$ cat config.mk
export PLATFORM = sky130hd
export DESIGN_NAME = axi_lite_data_master
export DESIGN_NICKNAME = d
export VERILOG_FILES = /design/src/rtl/axi_lite_data_master_pkg.sv /design/src/rtl/axi_lite_data_master.sv
export SDC_FILE = /design/constraint.sdc
export NUM_CORES = 1
export LEC_CHECK = 0
export BUFFER_PORTS_ARGS = -buffer_cell sky130_fd_sc_hd__buf_2
export CAP_MARGIN = 20
export CORE_MARGIN = 1
export CORE_UTILIZATION = 42
export CTS_BUF_LIST = sky130_fd_sc_hd__clkbuf_8
export DETAILED_ROUTE_END_ITERATION = 6
export PLACE_DENSITY = 0.78
export RECOVER_POWER = 25
export SYNTH_ARGS = -nofsm -noshare
export SYNTH_HDL_FRONTEND = slang
export SYNTH_SLANG_ARGS = --single-unit
$ cat constraint.sdc
create_clock -name clk -period 1.6 [get_ports clk]
set_input_delay 0.32 -clock clk [delete_from_list [all_inputs] [get_ports clk]]
set_output_delay 0.32 -clock clk [all_outputs]
set_load 0.005 [all_outputs]
$ cat src/rtl/axi_lite_data_master_pkg.sv
// Shared AXI4-Lite response codes, protection default and bridge FSM encoding
// for the core-to-AXI-Lite data master.
package axi_lite_data_master_pkg;

    localparam logic [1:0] AXI_RESP_OKAY   = 2'b00;
    localparam logic [1:0] AXI_RESP_EXOKAY = 2'b01;
    localparam logic [1:0] AXI_RESP_SLVERR = 2'b10;
    localparam logic [1:0] AXI_RESP_DECERR = 2'b11;

    localparam logic [2:0] AXI_PROT_DEFAULT = 3'b000;

    typedef enum logic [2:0] {
        S_IDLE,
        S_WR,
        S_WR_RESP,
        S_RD_ADDR,
        S_RD_DATA,
        S_DONE
    } state_t;

    // SLVERR and DECERR both carry resp[1]=1; OKAY/EXOKAY do not.
    function automatic logic resp_is_err(input logic [1:0] resp);
        return resp[1];
    endfunction

endpackage

$ cat src/rtl/axi_lite_data_master.sv
// Bridges the core's single-beat data-memory port onto an AXI4-Lite master,
// stalling the core until each transaction completes; flags errors and hung slaves.
module axi_lite_data_master
    import axi_lite_data_master_pkg::*;
#(
    parameter int ADDR_W  = 32,
    parameter int DATA_W  = 32,
    parameter int TIMEOUT = 255,
    localparam int STRB_W = DATA_W / 8
) (
    input  logic              clk,
    input  logic              rst,
    input  logic              ram_ce_i,
    input  logic              ram_write_en_i,
    input  logic [ADDR_W-1:0] ram_addr_i,
    input  logic [STRB_W-1:0] ram_sel_i,
    input  logic [DATA_W-1:0] ram_write_data_i,
    output logic [DATA_W-1:0] ram_read_data_o,
    output logic              stall_o,
    output logic              done_o,
    output logic              bus_err_o,
    output logic [ADDR_W-1:0] m_awaddr,
    output logic [2:0]        m_awprot,
    output logic              m_awvalid,
    input  logic              m_awready,
    output logic [DATA_W-1:0] m_wdata,
    output logic [STRB_W-1:0] m_wstrb,
    output logic              m_wvalid,
    input  logic              m_wready,
    input  logic [1:0]        m_bresp,
    input  logic              m_bvalid,
    output logic              m_bready,
    output logic [ADDR_W-1:0] m_araddr,
    output logic [2:0]        m_arprot,
    output logic              m_arvalid,
    input  logic              m_arready,
    input  logic [DATA_W-1:0] m_rdata,
    input  logic [1:0]        m_rresp,
    input  logic              m_rvalid,
    output logic              m_rready
);

    localparam int CNT_W = (TIMEOUT < 2) ? 1 : $clog2(TIMEOUT + 1);
    localparam logic [CNT_W-1:0] CNT_LAST = CNT_W'((TIMEOUT > 0) ? TIMEOUT - 1 : 0);

    state_t            r_state;
    logic [ADDR_W-1:0] r_addr;
    logic [STRB_W-1:0] r_strb;
    logic [DATA_W-1:0] r_wdata;
    logic [DATA_W-1:0] r_rdata;
    logic [CNT_W-1:0]  r_cnt;
    logic              r_awvalid, r_wvalid, r_bready, r_arvalid, r_rready;
    logic              r_done, r_err;

    logic w_busy, w_exit, w_timeout;

    always_comb begin
        w_busy = 1'b0;
        w_exit = 1'b0;
        case (r_state)
            S_WR:      begin w_busy = 1'b1; w_exit = (~r_awvalid | m_awready) & (~r_wvalid | m_wready); end
            S_WR_RESP: begin w_busy = 1'b1; w_exit = m_bvalid;  end
            S_RD_ADDR: begin w_busy = 1'b1; w_exit = m_arready; end
            S_RD_DATA: begin w_busy = 1'b1; w_exit = m_rvalid;  end
            default:   ;
        endcase
    end

    // A handshake completing in the last allowed cycle wins over the timeout,
    // so an accepted beat is never abandoned half-way.
    assign w_timeout = (TIMEOUT != 0) && w_busy && !w_exit && (r_cnt == CNT_LAST);

    always_ff @(posedge clk or negedge rst) begin
        if (!rst) begin
            r_state   <= S_IDLE;
            r_addr    <= '0;
            r_strb    <= '0;
            r_wdata   <= '0;
            r_rdata   <= '0;
            r_cnt     <= '0;
            r_awvalid <= 1'b0;
            r_wvalid  <= 1'b0;
            r_bready  <= 1'b0;
            r_arvalid <= 1'b0;
            r_rready  <= 1'b0;
            r_done    <= 1'b0;
            r_err     <= 1'b0;
        end else begin
            r_done <= 1'b0;
            r_cnt  <= w_busy ? r_cnt + CNT_W'(1) : '0;
            if (w_timeout) begin
                r_awvalid <= 1'b0;
                r_wvalid  <= 1'b0;
                r_bready  <= 1'b0;
                r_arvalid <= 1'b0;
                r_rready  <= 1'b0;
                r_err     <= 1'b1;
                r_done    <= 1'b1;
                r_cnt     <= '0;
                r_state   <= S_DONE;
            end else begin
                case (r_state)
                    S_IDLE: if (ram_ce_i) begin
                        r_addr  <= ram_addr_i;
                        r_strb  <= ram_sel_i;
                        r_wdata <= ram_write_data_i;
                        r_cnt   <= '0;
                        if (ram_write_en_i) begin
                            r_awvalid <= 1'b1;
                            r_wvalid  <= 1'b1;
                            r_state   <= S_WR;
                        end else begin
                            r_arvalid <= 1'b1;
                            r_state   <= S_RD_ADDR;
                        end
                    end
                    S_WR: begin
                        if (m_awready) r_awvalid <= 1'b0;
                        if (m_wready)  r_wvalid  <= 1'b0;
                        if (w_exit) begin
                            r_bready <= 1'b1;
                            r_cnt    <= '0;
                            r_state  <= S_WR_RESP;
                        end
                    end
                    S_WR_RESP: if (w_exit) begin
                        r_bready <= 1'b0;
                        if (resp_is_err(m_bresp)) r_err <= 1'b1;
                        r_done   <= 1'b1;
                        r_cnt    <= '0;
                        r_state  <= S_DONE;
                    end
                    S_RD_ADDR: if (w_exit) begin
                        r_arvalid <= 1'b0;
                        r_rready  <= 1'b1;
                        r_cnt     <= '0;
                        r_state   <= S_RD_DATA;
                    end
                    S_RD_DATA: if (w_exit) begin
                        r_rready <= 1'b0;
                        r_rdata  <= m_rdata;
                        if (resp_is_err(m_rresp)) r_err <= 1'b1;
                        r_done   <= 1'b1;
                        r_cnt    <= '0;
                        r_state  <= S_DONE;
                    end
                    S_DONE:  r_state <= S_IDLE;
                    default: r_state <= S_IDLE;
                endcase
            end
        end
    end

    assign ram_read_data_o = r_rdata;
    assign done_o          = r_done;
    assign stall_o         = ram_ce_i & ~r_done;
    assign bus_err_o       = r_err;
    assign m_awaddr        = r_addr;
    assign m_awprot        = AXI_PROT_DEFAULT;
    assign m_awvalid       = r_awvalid;
    assign m_wdata         = r_wdata;
    assign m_wstrb         = r_strb;
    assign m_wvalid        = r_wvalid;
    assign m_bready        = r_bready;
    assign m_araddr        = r_addr;
    assign m_arprot        = AXI_PROT_DEFAULT;
    assign m_arvalid       = r_arvalid;
    assign m_rready        = r_rready;

endmodule

==> flow_summary_export.csv <==
group,metric,value,unit
outcome,status,"finished with violations",
outcome,violations,"design-rule violations, negative setup slack",
setup_path,critPathTopFamily,"simple AND/OR/NAND/NOR gates",
sta,worst_slew_pin_slew,588.1,ps
yosys,synth_compound_area_share,3.347,%
yosys,synthMuxAreaShare,7.338,%
clock_tree,worstSkewPairLatency,440,ps
yosys,yosysWarnings,0,
power,switching_share,34.95,%
routing,avgViaCountPerCell,4.744,
setup_path,critPathBufInv,0,
clock_tree,cts.sinks,118,
sta,max_freq,568.1,MHz
yosys,synth_top_area_share,58.50,%
finish,antenna_cells,0,
setup_path,cp.arrival,2120,ps
worst_hold_path,worstHoldEndpoint,"m_araddr[16]",
global_routing,grt_max_degree,59,
yosys,synth_top_family_by_area,"simple AND/OR/NAND/NOR gates",
clock_tree,cts_made_buffers,17,
yosys,syn_area,0.005047,mm2
global_routing,grt_pass1_vias,4232,
setup_path,cp_max_fo,8,
clock_tree,cts_root_buf,"clkbuf_8",
finish,layout-drive-gt1-share,51.08,%
sta,finalSetupTns,-4746,ps
clock_tree,ctsLongestPathBuffers,2,
finish,syn2layout_area_growth,46.80,%
yosys,yosys.area_share.xor_xnor,1.041,%
finish,multi_input_area,0.002006,mm2
yosys,yosys_register_bits,118,
setup_path,crit_start,"r_state[1]",
routing,vias,4421,
finish,layout.cells.non_filler,932,
place,port_buffers,250,
yosys,synth_top_cell_by_area,"dfrtp_1",
yosys,syn_area_per_cell,9.897,um2
place,place_congestion,0.8040,
yosys,ys.flop_type,"dfrtp_1",
place,dpl.hpwl,8999,um
global_routing,grt_pass1_wl,20370,um
routing,drtIter0Drc,199,
finish,regArea,0.002955,mm2
global_routing,antenna_found_initial,0,
power,p_seq_share,37.1,%
flow_run,cap_violations,0,
finish,fin_area,0.007410,mm2
power,p_comb_share,45.6,%
setup_path,cp-end-kind,"flop",
finish,fin_nets,893,
routing,wl_per_cell,14.44,um
place,placedCellCount,884,
power,intPower,9.172,mW
setup_path,r2r_slack,-160,ps
sta,slew_headroom,60.80,%
setup_path,worstRegToRegCells,5,
yosys,ys_types,40,
power,cellPowerDensity,1903,mW/mm2
clock_tree,clk_pin_slew,60,ps
global_routing,track_usage,21.05,%
floorplan,rows,39,
finish,nFillCells,921,
clock_tree,cts_tree,"yes",
global_routing,overflow,0,
floorplan,die-height,111.6,um
sta,hold_viol,0,
setup_path,slowest_stage,"or3_4",
sta,min_period,1760,ps
floorplan,initial_utilization,43.64,%
yosys,syn_inst,510,
sta,fin_crit_sh,110.0,%
setup_path,crit_path_start_kind,"flop",
yosys,ys_seq_area_share,58.50,%
setup_path,worst-setup-path-type,"reg -> reg",
setup_path,r2r-end,"r_cnt[1]",
sta,hold_slack,69.34,ps
setup_path,timing.rr.start,"r_state[1]",
clock_tree,htree_levels,4,
routing,drt-pass1-iter-count,6,
yosys,postSynth.asyncResetShare,100.0,%
floorplan,pin_count,259,
setup_path,crit_chain,"or3b_4 -> a21bo_4 -> nor2_2 -> or3_4 -> nor2_2",
worst_hold_path,min_from,"ram_addr_i[16]",
floorplan,core_area,0.01156,mm2
yosys,synth-edff-count,0,
sta,setup_violations,49,
place,placed_area,0.006495,mm2
routing,final_antenna_net_count,0,
yosys,synth_adder_area_share,0.4958,%
finish,fin_util,64.07,%
routing,remaining_drc_errors,16,
worst_hold_path,worstHoldPathType,"in -> reg",
floorplan,dieArea,0.01246,mm2
sta,drv_slew,0,
power,p_clk_share,17.3,%
setup_path,critical_path_required,1960,ps
setup_path,cpPeakStageDelay,500,ps
floorplan,die_w,111.6,um
place,place_ws,-148.2,ps
sta,rsz0062_at_grt,"true",
power,peakVddDrop,0.9062,mV
sta,fin_ws,-160.3,ps
routing,wl,13460,um
worst_hold_path,min_path_cells,3,
setup_path,crit_path_frequent_cell,"nor2_2",
sta,skew,6.465,ps
yosys,synth_area_leaders,"dfrtp_1 59%, nand2_1 16%, mux2_2 7.1%",
power,power_leakage,4.176,nW
power,power,14.10,mW
power,net-switching-power,4.928,mW
yosys,synthSimpleGateAreaFrac,21.37,%
layer usage:
layer | vias to the layer above | part of all wire [%] | track usage [%]
met2 | 174 | 50 | 35.61
met1 | 2112 | 42 | 25.20
met3 | 25 | 5.9 | 5.226
met4 | 0 | 2.2 | 10.00
met5 | - | 0 | 0
li1 | 2110 | - | -
worst max-delay path by stage:
stage,end,slack [ps],cells after the start
after detailed placement,r_cnt[0],-150,6
after global routing,r_cnt[1],-190,5
after global placement,r_cnt[2],-90,6
after floorplan,r_cnt[0],-20,6
after CTS,r_cnt[7],-120,6
final,r_cnt[1],-160,5
synthesized netlist by cell type (2+ instances only):
cell type / instances
a21oi_1: 6
and4_1: 2
buf_2: 7
buf_4: 38
clkbuf_1: 15
dfrtp_1: 118
ha_1: 2
inv_1: 2
mux2_2: 32
nand2_1: 216
nand2b_1: 7
nand3_1: 5
nor2_1: 11
nor2_2: 8
nor2b_1: 3
nor3_1: 2
o211ai_1: 2
o21ai_0: 8
xnor2_1: 2
xor2_1: 4
layout make-up:
type	count	area share, %
multi-input cells	334	27.07
clock inverters	9	0.8612
flip-flops and latches	118	39.89
inverters	2	0.1013
repair buffers	305	25.77
well taps	143	2.415
clock buffers	21	3.901
flip-flops by register name, summed over array words and instances, names as in the netlist, 3 cells and up:
name / flops
m_araddr: 32
ram_read_data_o: 32
m_wstrb: 4
r_state: 3
m_wdata: 32
r_cnt: 8
logic make-up after synthesis:
group	after synthesis
simple gates	262
flops	118
buf+inv	63
mux	33
compound gates	25
xor+xnor	6
fa+ha+maj	2
other cells	1
placed cells by master (no fill, tap or decap), types with 7 or more instances in the layout:
cell and instances:
nor2_1 8, nand2_1 198, buf_4 28, buf_12 8
dfrtp_1 116, clkbuf_8 21, nand2_4 7, inv_1 7
buf_6 10, nand2_2 11, buf_2 249, mux2_4 26
worst reg2reg max path: stages (launching register included):
cell	delay, ps
dfrtp_2	430
or3b_4	410
a21bo_4	200
nor2_2	40
or3_4	500
nor2_2	120
what timing repair did:
action                     4_1_cts  5_1_grt
setup buffers                    2        8
hold buffers                     1        0
setup endpoints to repair       45      117
hold endpoints to repair        17        0
pin swaps                        6       21
cloned                           1        7
resized for setup               39       51
power by group through the flow:
stage / Sequential (mW) / Clock (mW) / Combinational [mW]
finish: 5.23 / 2.44 / 6.43
global route: 5.41 / 2.65 / 7.02
CTS: 5.22 / 2.51 / 5.74
detailed placement: 5.22 / 0 / 5.33
global placement: 5.18 / 0 / 5.17
floorplan: 5.30 / 0 / 2.89
No activity file was read; power rests on OpenSTA's default activity.
